### config.mk
export PLATFORM = sky130hd
export DESIGN_NAME = ehl_bmp_reader
export DESIGN_NICKNAME = d
export VERILOG_FILES = /design/src/rtl/ehl_bmp_reader.sv
export SDC_FILE = /design/constraint.sdc
export NUM_CORES = 1
export LEC_CHECK = 0
export BUFFER_PORTS_ARGS = -buffer_cell sky130_fd_sc_hd__buf_4
export CAP_MARGIN = 5
export CORE_MARGIN = 1
export CORE_UTILIZATION = 59
export DETAILED_ROUTE_END_ITERATION = 16
export PLACE_DENSITY = 0.8
export SLEW_MARGIN = 20
export SYNTH_ARGS = -nofsm -noshare
export SYNTH_HDL_FRONTEND = slang
export SYNTH_SLANG_ARGS = --single-unit
### constraint.sdc
create_clock -name clk -period 3.35 [get_ports clk]
set_input_delay 0.5025 -clock clk [delete_from_list [all_inputs] [get_ports clk]]
set_output_delay 0.5025 -clock clk [all_outputs]
set_load 0.02 [all_outputs]
### src/rtl/ehl_bmp_reader.sv
// Streaming decoder for 24-bit uncompressed BMP files: parses the 54-byte
// header, skips to the pixel data and emits one RGB pixel per handshake.
module ehl_bmp_reader (
  input  logic        clk,
  input  logic        reset_n,
  input  logic        start,
  input  logic [7:0]  s_data,
  input  logic        s_valid,
  output logic        s_ready,
  output logic        valid,
  input  logic        ready,
  output logic [7:0]  r,
  output logic [7:0]  g,
  output logic [7:0]  b,
  output logic        hsync,
  output logic        vsync,
  output logic [15:0] x,
  output logic [15:0] y,
  output logic [15:0] img_width,
  output logic [15:0] img_height,
  output logic        busy,
  output logic        done,
  output logic        error,
  output logic [2:0]  dbg_state
);

  typedef enum logic [2:0] {
    S_IDLE, S_HDR, S_SKIP, S_PIX, S_PAD, S_DONE, S_ERR
  } state_t;

  state_t      r_state, w_next;
  logic [15:0] r_cnt, r_offset, r_width, r_height, r_col, r_row;
  logic [1:0]  r_byte_idx;
  logic [7:0]  r_b_buf, r_g_buf;
  logic        r_hdr_bad, r_final;
  logic        r_valid, r_hsync, r_vsync;
  logic [7:0]  r_r, r_g, r_b;
  logic [15:0] r_x, r_y;

  logic        w_s_ready, w_accept, w_start, w_hdr_ok, w_row_end, w_img_end;
  logic [1:0]  w_pad;
  logic [15:0] w_skip_last, w_pad_last;

  // Row stride is 3*width rounded up to 4, so the pad count is width mod 4.
  assign w_pad       = r_width[1:0];
  assign w_pad_last  = {14'd0, w_pad} - 16'd1;
  assign w_skip_last = r_offset - 16'd55;
  assign w_row_end   = (r_col == r_width - 16'd1);
  assign w_img_end   = w_row_end && (r_row == r_height - 16'd1);
  assign w_hdr_ok    = !r_hdr_bad && (r_offset >= 16'd54) &&
                       (r_width != 16'd0) && (r_height != 16'd0);
  assign w_accept    = s_valid && w_s_ready;
  assign w_start     = start && (r_state == S_IDLE || r_state == S_DONE ||
                                 r_state == S_ERR);

  // Handshakes: a byte moves when s_valid && s_ready; a pixel moves when
  // valid && ready. valid and the pixel fields hold steady until ready.
  always_comb begin
    w_next    = r_state;
    w_s_ready = 1'b0;
    unique case (r_state)
      S_IDLE: if (start) w_next = S_HDR;
      S_HDR: begin
        w_s_ready = 1'b1;
        if (s_valid && r_cnt == 16'd53)
          w_next = !w_hdr_ok ? S_ERR : (r_offset > 16'd54 ? S_SKIP : S_PIX);
      end
      S_SKIP: begin
        w_s_ready = 1'b1;
        if (s_valid && r_cnt == w_skip_last) w_next = S_PIX;
      end
      S_PIX: begin
        // Once the final pixel is loaded no more bytes belong to the image.
        w_s_ready = !r_final && (r_byte_idx != 2'd2 || !r_valid || ready);
        if (r_final) begin
          if (!r_valid || ready) w_next = S_DONE;
        end else if (w_s_ready && s_valid && r_byte_idx == 2'd2 &&
                     w_row_end && w_pad != 2'd0) begin
          w_next = S_PAD;
        end
      end
      S_PAD: begin
        w_s_ready = 1'b1;
        if (s_valid && r_cnt == w_pad_last)
          w_next = r_final ? ((!r_valid || ready) ? S_DONE : S_PIX) : S_PIX;
      end
      S_DONE: w_next = start ? S_HDR : S_IDLE;
      S_ERR:  if (start) w_next = S_HDR;
      default: w_next = S_IDLE;
    endcase
  end

  always_ff @(posedge clk or negedge reset_n) begin
    if (!reset_n) r_state <= S_IDLE;
    else          r_state <= w_next;
  end

  always_ff @(posedge clk or negedge reset_n) begin
    if (!reset_n) begin
      r_cnt <= '0; r_offset <= '0; r_width <= '0; r_height <= '0;
      r_col <= '0; r_row <= '0; r_byte_idx <= '0;
      r_b_buf <= '0; r_g_buf <= '0; r_hdr_bad <= 1'b0; r_final <= 1'b0;
      r_valid <= 1'b0; r_hsync <= 1'b0; r_vsync <= 1'b0;
      r_r <= '0; r_g <= '0; r_b <= '0; r_x <= '0; r_y <= '0;
    end else begin
      if (r_valid && ready) r_valid <= 1'b0;
      if (w_start) begin
        r_cnt <= '0; r_col <= '0; r_row <= '0; r_byte_idx <= '0;
        r_x <= '0; r_y <= '0; r_hdr_bad <= 1'b0; r_final <= 1'b0;
      end else if (w_accept) begin
        unique case (r_state)
          S_HDR: begin
            r_cnt <= (w_next != S_HDR) ? 16'd0 : r_cnt + 16'd1;
            case (r_cnt)
              16'd0:  if (s_data != 8'h42) r_hdr_bad <= 1'b1;
              16'd1:  if (s_data != 8'h4D) r_hdr_bad <= 1'b1;
              16'd10: r_offset[7:0]  <= s_data;
              16'd11: r_offset[15:8] <= s_data;
              16'd18: r_width[7:0]   <= s_data;
              16'd19: r_width[15:8]  <= s_data;
              16'd22: r_height[7:0]  <= s_data;
              16'd23: r_height[15:8] <= s_data;
              16'd28: if (s_data != 8'd24) r_hdr_bad <= 1'b1;
              16'd12, 16'd13, 16'd20, 16'd21, 16'd24, 16'd25,
              16'd29, 16'd30, 16'd31, 16'd32, 16'd33:
                if (s_data != 8'h00) r_hdr_bad <= 1'b1;
              default: ;
            endcase
          end
          S_SKIP, S_PAD: r_cnt <= (w_next != r_state) ? 16'd0 : r_cnt + 16'd1;
          S_PIX: begin
            unique case (r_byte_idx)
              2'd0: begin r_b_buf <= s_data; r_byte_idx <= 2'd1; end
              2'd1: begin r_g_buf <= s_data; r_byte_idx <= 2'd2; end
              default: begin
                r_byte_idx <= 2'd0;
                r_valid    <= 1'b1;
                r_r <= s_data; r_g <= r_g_buf; r_b <= r_b_buf;
                r_x <= r_col;  r_y <= r_row;
                r_hsync <= w_row_end;
                r_vsync <= w_img_end;
                r_final <= w_img_end;
                if (w_row_end) begin
                  r_col <= '0;
                  r_row <= r_row + 16'd1;
                end else begin
                  r_col <= r_col + 16'd1;
                end
              end
            endcase
          end
          default: ;
        endcase
      end
    end
  end

  assign s_ready    = w_s_ready;
  assign valid      = r_valid;
  assign r          = r_r;
  assign g          = r_g;
  assign b          = r_b;
  assign hsync      = r_hsync;
  assign vsync      = r_vsync;
  assign x          = r_x;
  assign y          = r_y;
  assign img_width  = r_width;
  assign img_height = r_height;
  assign busy       = (r_state == S_HDR) || (r_state == S_SKIP) ||
                      (r_state == S_PIX) || (r_state == S_PAD);
  assign done       = (r_state == S_DONE);
  assign error      = (r_state == S_ERR);
  assign dbg_state  = r_state;

endmodule

---- Word level (Yosys, flattened, before mapping) ----
Cells that the tools add are included.
word-level totals
  register bits ........................... 178
  word-level logic and storage cells ...... 193
  input port bits ......................... 13
operators by class
  add/sub/neg operators ................... 7
  $lt $le $gt $ge ......................... 2
  multiplexer cells ....................... 58
  equal/unequal tests ..................... 43
  bitwise gates (word level) .............. 2
  reductions and logical operators ........ 58
operator list
  operator                 number
  $mux W16                 22
  $eq A16 B5 Y1 const B    12
  $eq A16 B16 Y1           4
  $eq A16 B4 Y1 const B    4
  $add A16 B1 Y16 const B  3
  $eq A16 B6 Y1 const B    3
  $reduce_and A4 Y1        10
  $pmux W16 S2             1
  $reduce_bool A16 Y1      2
  $sub A16 B1 Y16 const B  2
  $mux W3                  10
  $mux W1                  18
  $pmux W3 S6              1
  $eq A16 B1 Y1 const B    1
  $ge A16 B6 Y1 const B    1
  $gt A16 B6 Y1 const B    1
  $logic_not A16 Y1        1
  $ne A8 B7 Y1 const B     2
  $sub A16 B6 Y16 const B  1
  $logic_and A1 B1 Y1      15
  $ne A3 B3 Y1 const B     4
  $reduce_or A11 Y1        1
  $reduce_bool A2 Y1       5
  $eq A3 B3 Y1 const B     3
  other kinds (27)         43

---- Longest topological paths before layout ----
Gate-level depths: netlist of run 1.
  word-level depth ........................ 16
  gate-level depth with buffers ........... 12
  gate-level depth less buffers ........... 10

---- Least setup slack after synthesis of run 1 ----
No wires, ideal clock.
  path kind ............................... reg-to-reg
  from .................................... reg r_offset[6]
  to ...................................... reg r_cnt[3]
  arrival ................................. 2901 ps
  cell stages (with the launch flop) ...... 10
  data required time ...................... 3226 ps
  slack ................................... 325 ps
  setup time .............................. 124 ps
  path buffers ............................ 1
  path through ............................ dfrtp_1 -> nor4_2 -> o2111ai_1 -> xnor2_1 -> or3_1 -> or4_4 -> a32oi_4 -> buf_6 -> nor3_1 -> a211o_1
on the way
  longest elaborated chain between the ends .. 12
RTL lines
  item                                                     RTL line  text
  start, declared                                          32        logic [15:0] r_cnt, r_offset, r_width, r_height, r_col, r_row;
  start signal, assigned                                   117       16'd10: r_offset[7:0] <= s_data;
  branches (longest 6 deep; another with $sub A16 B6 Y16)  -
  $pmux W3 S6 (*)                                          61        unique case (r_state)
  $ne A3 B3 Y1 / $ne A3 B1 Y1 (equally long branches)      130, 113
  $mux W16, on equally long branches                       130, 113
  $pmux W16 S2 (*)                                         111       unique case (r_state)
  $mux W16 (*)                                             110       end else if (w_accept) begin
  $mux W16 (*)                                             107       if (w_start) begin
  end signal, assigned                                     113       r_cnt <= (w_next != S_HDR) ? 16'd0 : r_cnt + 16'd1;
  end signal, assigned                                     130       S_SKIP, S_PAD: r_cnt <= (w_next != r_state) ? 16'd0 : r_cnt + 16'd1;
  end, declared                                            32
Mark *: on every way between the ends. The select of a mux whose other input is x is not followed.
A chain may end at the register's enable or synchronous reset.

---- Worst setup path after layout of run 1 ----
  from .................................... reg r_offset[0]
  to ...................................... reg r_cnt[11]
Same word-level chain as after synthesis.

==> flow_metrics.tcl, run 1 <==
set metrics [dict create \
    vias_per_cell 6.04 \
    busiest_layer "met2" \
    cp_slowest_cell "or4_4" \
    rsz0062_at_grt "no" \
    postCtsHoldBufs 0 \
    syn_to_final_growth_pct 17.3 \
    ys_types 73 \
    die_y_um 130 \
    fmax_mhz 317 \
    htreeDepth 4 \
    gp_congestion 0.929 \
    finalSetupTns_ns 0 \
    postRouteAntennaNets 0 \
    insertion_delay_ns 0.45 \
    required_ns 3.68 \
    synth-main-ff-cell "dfrtp_1" \
    synth_edf_count 0 \
    min_period_ns 3.16 \
    grt_max_degree 86 \
    clkTransAtPathRegs_ns 0.08 \
    outcome "finished, final reports clean" \
    synth_top_area_share_pct 45.8 \
    layout-drive-gt1-share_pct 21.8 \
    grt_pass1_vias 7759 \
    grt_pass1_wl_um 40200 \
    vias 8192 \
    coreArea_um2 16000 \
    cap_violations 0 \
    startpoint_type "flip-flop" \
    cts_sinks 178 \
    syn-num-nets 1059 \
    cts_setup_buffers 0 \
    syn-mean-instance-area_um2 9.40 \
    ys.warnings.count 0 \
    root_buffer "clkbuf_16" \
    async_flop_share_pct 100 \
    maxSlewHeadroom_pct 45.1 \
    io_pins 111 \
    crit_arrival_ns 3.49 \
    routedWlPerCell_um 18.7 \
    antenna_found_initial 0 \
    start_util_pct 60.8 \
    netlist_instances 1035 \
    hpwl_um 17400 \
    synth_top_area_cell "dfrtp_1" \
    hold_path.class "input port to asynchronous set/reset pin" \
    use_met1_pct 42.4 \
    port-buffer-count 110 \
    hold_viol 0 \
    dieArea_um2 17000 \
    ir_worst_vdd_mv 0.487 \
    power.leakage_uw 0.00551 \
    cts_resized 0 \
    die_w_um 130 \
    met3_usage_pct 6.72 \
    clk_path_buf_depth 2 \
    yosys-top-cells-count "nand2_1 (187), dfrtp_1 (178), nor2_1 (77)" \
    finalPower_uw 7620 \
    worst_pin_slew_ns 0.821 \
    path_cells "ha_1, a21oi_1, nand2b_1, a221oi_1, or3_1, or4_4, a32oi_4, buf_12, nor3_1, a211o_1" \
    grt_use_total_pct 31.0 \
    synth_most_common_cell "nand2_1" \
    antenna_cells 0 \
    route.detailed.drc 0 \
    drv_slew 0 \
    cts_tree "built" \
    drt_iter0_drc 579 \
    drtPass1Iterations 8 \
    power_per_cell_area_nw_per_um2 667 \
    synth.cell_area_um2 9730 \
    cts_buffers 17 \
    grt-ovfl-total 0 \
    routed_wl_um 25300 \
    ys_seq_area_share_pct 45.8 \
    nFillCells 1258 \
    fin_nets 1151 \
    max_stage_delay_ns 0.56 \
    post-route-period-util_pct 94.2 \
    setup-violations-final 0 \
    fp-row-count 46 \
    synthTopCellsByArea "dfrtp_1 (46%), mux2_2 (7.6%), nand2_1 (7.2%)" \
    use_met2_pct 48.7 \
    endpoint_kind "flip-flop" \
    finClkSkew_ns 0.0138 \
    ys_ff_latch 178 \
    path_class "flip-flop to flip-flop" \
    critPathMaxFanout 27 \
    reg2reg_slack_ns 0.19 \
]
logic make-up after synthesis:
group	synth area share, %
xor gates and xnor gates	7.92
buffers and inverters	3.34
adders and majority gates	1.41
DFF	45.8
muxes	7.74
and+or+nand+nor	22.8
AOI/OAI and AO/OA	11.0
state kept, by name (all words and copies together) (netlist names), 16 cells and up:
name,count
r_row,16
y,16
x,16
r_col,16
img_height,16
r_offset,16
img_width,16
r_cnt,16
area by class of cell:
class                           count  area, um^2  share of cell area (%)
Inverter                           21        78.8                   0.690
Sequential cell                   178        4450                    39.0
Clock inverter                     15         195                    1.71
Multi-Input combinational cell    777        4960                    43.5
Timing Repair Buffer              132        1030                    9.04
Tap cell                          216         270                    2.37
Clock buffer                       17         425                    3.72
worst max-delay path, delay by kind of cell, from the launching register on:
family | cells | cell delay (ns)
fa+ha+maj | 1 | 0.28
simple gates | 4 | 1.19
flops | 1 | 0.46
compound gates | 4 | 0.91
buf+inv | 1 | 0.19
per-stage QoR:
| step | worst slack (ns) | area (um^2) | util, % | instances | hold slack [ns] |
|---|---|---|---|---|---|
| detailed placement | 0.230 | 10800 | 67.5 | 1324 | 0.455 |
| CTS | 0.210 | 11400 | 71.4 | 1356 | 0.153 |
| global route | 0.0145 | 11400 | 71.4 | 1356 | 0.163 |
| global placement | 0.283 | 10800 | 67.5 | 1324 | 0.442 |
| floorplan | 0.325 | 9730 | - | 1035 | 0.207 |
| finish | 0.194 | 11400 | 71.4 | 1356 | 0.0849 |
path summary, 6_finish.rpt:
kind,startpoint,end,cells past startpoint
worst max-delay path,r_offset[0],r_cnt[11],10
worst min-delay path,reset_n,r_cnt[15],1
worst max register to register,r_offset[0],r_cnt[11],10
worst min register to register,r_g_buf[0],g[0],2
max in group asynchronous,reset_n,vsync,2
min in group clk,ready,valid,3
cell usage in the layout, fill, tap and decap left out, drive strengths merged, types with 4 or more instances in the layout:
master	n
o31ai	5
nand2	187
clkinv	5
o21a	4
o21ai	55
o2111ai	7
buf	132
ha	11
or4	7
nand4b	5
nor3	28
a211o	11
clkbuf	17
nand4	25
xnor2	45
nand3b	8
o211ai	7
and2	9
and4	4
a21oi	24
nand3	26
xor2	43
nor2b	12
a31oi	7
inv	30
nor4	20
and3	13
dfrtp	178
or3	9
mux2	66
nor2	77
nand2b	11
a21o	5
power breakdown:
part / switching (uW) / internal, uW
Sequential: 488 / 2390
Combinational: 1460 / 1220
Clock: 1030 / 1030
metal layers:
metal,up-vias,wire (um)
met5,-,0
met2,320,11800
met1,4005,11100
met3,59,1680
met4,0,702
li1,3808,-
Power figures use the tool's default switching activity.
==> inputs of run 2 (changes only) <==
==> constraint.sdc (replaced) <==
create_clock -name clk -period 3.5 [get_ports clk]
set_input_delay 0.525 -clock clk [delete_from_list [all_inputs] [get_ports clk]]
set_output_delay 0.525 -clock clk [all_outputs]
set_load 0.02 [all_outputs]
==> run 2 against run 1 <==
Against the previous run:
- first-iteration DRC count down 3.5%
- worst setup slack gained 0.015 ns
- combinational power down 3%
- core utilization down 0.078 points
- clock skew decreased by 0.0021 ns
- sequential share of layout area about the same
- critical path type unchanged
==> flow_metrics.tcl, run 2 (synthesized netlist as in run 1, its figures left out) <==
set metrics [dict create \
    outcome "finished, final reports clean" \
    drt_iter0_drc 559 \
    power.leakage_uw 0.00551 \
    crit_arrival_ns 3.66 \
    power_switching_uw 2750 \
    start_util_pct 60.8 \
    clkTransAtPathRegs_ns 0.07 \
    crit_family "simple AND/OR/NAND/NOR gates" \
    port-buffer-count 110 \
    max_stage_delay_ns 0.47 \
    maxSlewHeadroom_pct 40.9 \
    r2r_start "img_width[0]" \
    antenna_cells 0 \
    postRouteAntennaNets 0 \
    grt_max_degree 81 \
    cts_buffers 17 \
    io_pins 111 \
    required_ns 3.87 \
    ir_worst_vdd_mv 0.413 \
    combPwrFrac_pct 35.7 \
    met3_usage_pct 5.94 \
    hpwl_um 17700 \
    r2r-end "r_row[15]" \
    antenna_found_initial 0 \
    min_period_ns 3.29 \
    cts_sinks 178 \
    cts_setup_buffers 0 \
    grt_use_total_pct 31.2 \
    grt_pass1_vias 7778 \
    power.share.clock_pct 26.9 \
    layout-drive-gt1-share_pct 21.8 \
    post-route-period-util_pct 94.0 \
    dp_cells 1325 \
    layout_common_cells "nand2_1 (187), dfrtp_1 (178), buf_4 (130), nor2_1 (76), mux2_2 (66)" \
    use_met1_pct 41.9 \
    grt_pass1_wl_um 40600 \
    fin_util_pct 71.3 \
    internal-power_uw 4560 \
    post_layout_nonfiller_instances 1357 \
    die_y_um 130 \
    path_buf_inv 3 \
    hold_path.class "input port to asynchronous set/reset pin" \
    worst_pin_slew_ns 0.885 \
    fp-row-count 46 \
    grt-ovfl-total 0 \
    path_cells "inv_1, ha_1, nor2b_1, a21oi_1, nand4b_1, or3_1, nor4_4, buf_4, or2_2, buf_4, a41o_1" \
    syn_to_final_growth_pct 17.2 \
    route.detailed.drc 0 \
    insertion_delay_ns 0.43 \
    clk_path_buf_depth 2 \
    cts_tree "built" \
    r2r_cells 11 \
    p_sw_share_pct 37.6 \
    root_buffer "clkbuf_16" \
    routed_wl_um 25400 \
    die_w_um 130 \
    postCtsHoldBufs 0 \
    cap_violations 0 \
    routedWlPerCell_um 18.7 \
    finClkSkew_ns 0.0117 \
    startpoint_type "flip-flop" \
    fmax_mhz 304 \
    hold_ws_ns 0.114 \
    fin_nets 1152 \
    path_class "flip-flop to flip-flop" \
    power_frac_seq_pct 37.4 \
    gp_congestion 0.997 \
    drv_slew 0 \
    busiest_layer "met2" \
    critPathMaxFanout 17 \
    drtPass1Iterations 5 \
    mostFrequentLayoutCell "nand2_1" \
    endpoint_kind "flip-flop" \
    power_per_cell_area_nw_per_um2 641 \
    coreArea_um2 16000 \
    vias_per_cell 6.05 \
    use_met2_pct 50.4 \
    dieArea_um2 17000 \
    finalSetupTns_ns 0 \
    path_common_cell "buf_4" \
    hold_viol 0 \
    cp_slowest_cell "dfrtp_1" \
    setup-violations-final 0 \
    htreeDepth 4 \
    cts_resized 0 \
    rsz0062_at_grt "no" \
    vias 8204 \
    reg2reg_slack_ns 0.21 \
]
run 2: cell count changes in the layout (fill, tap and decap cells not counted), sizes merged:
cell | before | now
inv | 30 | 28
buf | 132 | 133
bufinv | 0 | 2
run 2: layout make-up:
class	count	area, um^2
multi-input combinational	777	4960
timing repair buffer	133	1030
tap	216	270
clock buffer	17	425
clock inverter	15	188
sequential	178	4450
fill	1260	4590
inverter	21	78.8
run 2: how the worst max path moves through the flow:
stage | start | to | slack (ns) | cells after the start
CTS | r_offset[6] | r_cnt[14] | 0.25 | 9
finish | img_width[0] | r_row[15] | 0.21 | 11
floorplan | r_offset[6] | r_cnt[3] | 0.47 | 9
global placement | r_offset[6] | r_cnt[5] | 0.29 | 9
global route | img_width[0] | r_row[15] | 0.001 | 11
detailed placement | r_offset[6] | r_cnt[5] | 0.28 | 9
run 2: through the flow:
stage	cell area [um^2]	power [uW]	setup slack, ns
2_1_floorplan	9730	4560	0.475
3_3_place_gp	10800	5260	0.293
3_5_place_dp	10800	5320	0.284
4_1_cts	11400	7300	0.249
5_1_grt	11400	7710	0.00132
6_report	11400	7310	0.209
run 2: power groups by stage:
stage / logic (uW) / clock network, uW / registers (uW)
global route: 2860 / 2080 / 2780
CTS: 2580 / 1990 / 2720
finish: 2610 / 1970 / 2740
detailed placement: 2560 / 0 / 2760
floorplan: 1910 / 0 / 2650
global placement: 2510 / 0 / 2750
run 2: per-layer routing:
metal,up-vias,wire length (um)
met5,-,0
met4,0,569
met3,52,1460
met2,300,12200
met1,4032,11200
li1,3820,-
==> inputs of run 3 (changes only) <==
--- a/config.mk
+++ b/config.mk
@@ -8,9 +8,11 @@
 export BUFFER_PORTS_ARGS = -buffer_cell sky130_fd_sc_hd__buf_4
 export CAP_MARGIN = 5
 export CORE_MARGIN = 1
-export CORE_UTILIZATION = 59
+export CORE_UTILIZATION = 61
+export CTS_BUF_LIST = sky130_fd_sc_hd__clkbuf_4
 export DETAILED_ROUTE_END_ITERATION = 16
-export PLACE_DENSITY = 0.8
+export PLACE_DENSITY = 0.83
+export SETUP_SLACK_MARGIN = 0.5
 export SLEW_MARGIN = 20
 export SYNTH_ARGS = -nofsm -noshare
 export SYNTH_HDL_FRONTEND = slang
==> run 3 against run 2 <==
Against the previous run:
- hold slack better by 0.078 ns
- fmax up 7.7%
- sequential power about the same
- register-to-register slack better by 0.24 ns
- core utilization up 2.4 points
- sequential share of layout area up 0.37 points
- clock skew up 0.019 ns
- global-route usage up 0.47 points
- wire length down 0.15%
- largest cell class unchanged
==> flow_metrics.tcl, run 3 (synthesized netlist as in run 1, its figures left out) <==
set metrics [dict create \
    grt_use_total_pct 31.6 \
    power.share.clock_pct 18.5 \
    grt_max_degree 80 \
    vias_per_cell 6.11 \
    rsz0062_at_grt "yes" \
    finalPower_uw 6730 \
    startpoint_type "flip-flop" \
    drtPass1Iterations 7 \
    root_buffer "clkbuf_4" \
    cp_slowest_cell "or4_4" \
    die_w_um 128 \
    vias 8336 \
    max_stage_delay_ns 0.56 \
    hpwl_um 17400 \
    fmax_mhz 327 \
    path_buf_inv 1 \
    port-buffer-count 110 \
    combPwrFrac_pct 40.3 \
    outcome "finished, final reports clean" \
    routedWlPerCell_um 18.6 \
    clkTransAtPathRegs_ns 0.18 \
    fin_nets 1164 \
    ir_worst_vdd_mv 0.469 \
    postRouteAntennaNets 0 \
    dieArea_um2 16500 \
    cts_buffers 17 \
    drv_slew 0 \
    gp_congestion 0.934 \
    start_util_pct 63.3 \
    fp-row-count 45 \
    p_sw_share_pct 41.8 \
    antenna_found_initial 1 \
    insertion_delay_ns 0.61 \
    grt_pass1_vias 7866 \
    internal-power_uw 3920 \
    layout-drive-gt1-share_pct 24.2 \
    finalSetupTns_ns 0 \
    power_frac_seq_pct 41.2 \
    htreeDepth 4 \
    min_period_ns 3.06 \
    path_depth 10 \
    cts_tree "built" \
    cap_violations 0 \
    holdPathStages 3 \
    routed_wl_um 25400 \
    clk_path_buf_depth 2 \
    cts_sinks 178 \
    hold_path.class "input port to flip-flop" \
    path_class "flip-flop to flip-flop" \
    crit_arrival_ns 3.56 \
    post-route-period-util_pct 87.3 \
    die_y_um 128 \
    crit_family "simple AND/OR/NAND/NOR gates" \
    drt_iter0_drc 718 \
    required_ns 4.00 \
    mostFrequentLayoutCell "nand2_1" \
    route.detailed.drc 0 \
    io_pins 111 \
    grt_pass1_wl_um 40200 \
    worst_pin_slew_ns 0.892 \
    power_per_cell_area_nw_per_um2 594 \
    critPathMaxFanout 27 \
    r2r_cells 10 \
    hold_viol 0 \
    setup-violations-final 0 \
    grt-ovfl-total 0 \
    syn_to_final_growth_pct 16.4 \
    finClkSkew_ns 0.0303 \
    endpoint_kind "flip-flop" \
    power.leakage_uw 0.00546 \
    coreArea_um2 15400 \
    path_cells "ha_1, a21oi_2, nand2b_1, a221oi_1, or3_1, or4_4, a32oi_4, buf_12, nor3_1, a211o_1" \
    layout_common_cells "nand2_1 (185), dfrtp_1 (170), buf_4 (137), nor2_1 (76), mux2_2 (66)" \
    maxSlewHeadroom_pct 40.0 \
    power_switching_uw 2810 \
]
run 3: changes by cell type in the layout (fill, tap and decap cells not counted), sizes merged:
cell and delta:
buf +11, clkinv +3, bufinv -2, clkinvlp -1, diode +1, dlygate4sd3 +1
run 3: path summary, 6_finish.rpt:
check,start,to,slack (ns)
worst max register to register,r_offset[1],r_cnt[14],0.44
min in group asynchronous,reset_n,r_cnt[9],0.44
worst min register to register,r_g_buf[2],g[2],0.49
worst max-delay path,r_offset[1],r_cnt[14],0.44
worst min-delay path,ready,valid,0.19
max in group asynchronous,reset_n,img_height[6],2.18
run 3: per-layer routing:
layer  vias up  share of wire, %  global-route usage [%]
li1       3853                 -                       -
met1      4046                41                    42.2
met2       372                49                    51.3
met3        65               7.4                    6.89
met4         0               2.3                    11.3
met5         -                 0                       0
run 3: layout make-up:
class,instances,area [um^2]
Tap cell,211,264
Clock inverter,15,199
Antenna cell,1,2.50
Sequential cell,178,4460
Inverter,21,78.8
Clock buffer,17,128
Fill cell,1120,4040
Multi-Input combinational cell,777,5040
Timing Repair Buffer,145,1150
run 3: power by group through the flow:
stage,sequential [uW],clock [uW],combinational (uW)
2_1_floorplan,2650,0,1920
3_3_place_gp,2770,0,2440
3_5_place_dp,2780,0,2490
4_1_cts,2750,1260,2590
5_1_grt,2810,1350,2950
6_report,2770,1250,2710
run 3: worst min-delay path, delay by kind of cell:
family | cells | cell delay [ns]
simple gates | 2 | 0.19
buf+inv | 1 | 0.08
run 3: repair_timing:
| item | in CTS | in global routing |
|---|---|---|
| gates resized for setup | 16 | 11 |
| buffers inserted | 4 | 12 |
| hold endpoints to repair | 66 | 0 |
| hold buffers | 1 | 0 |
| endpoints found under the setup margin | 34 | 69 |
| pin swaps | 3 | 0 |
run 3: per-stage QoR:
step | instances | instance area (um^2) | setup WS (ns) | hold WS, ns | utilization (%)
3_3_place_gp | 1315 | 10700 | 0.351 | 0.441 | 69.9
5_1_grt | 1365 | 11300 | 0.318 | 0.180 | 73.7
4_1_cts | 1352 | 11200 | 0.500 | 0.173 | 72.6
2_1_floorplan | 1035 | 9740 | 0.557 | 0.229 | -
3_5_place_dp | 1315 | 10700 | 0.292 | 0.456 | 69.9
6_report | 1365 | 11300 | 0.444 | 0.191 | 73.7
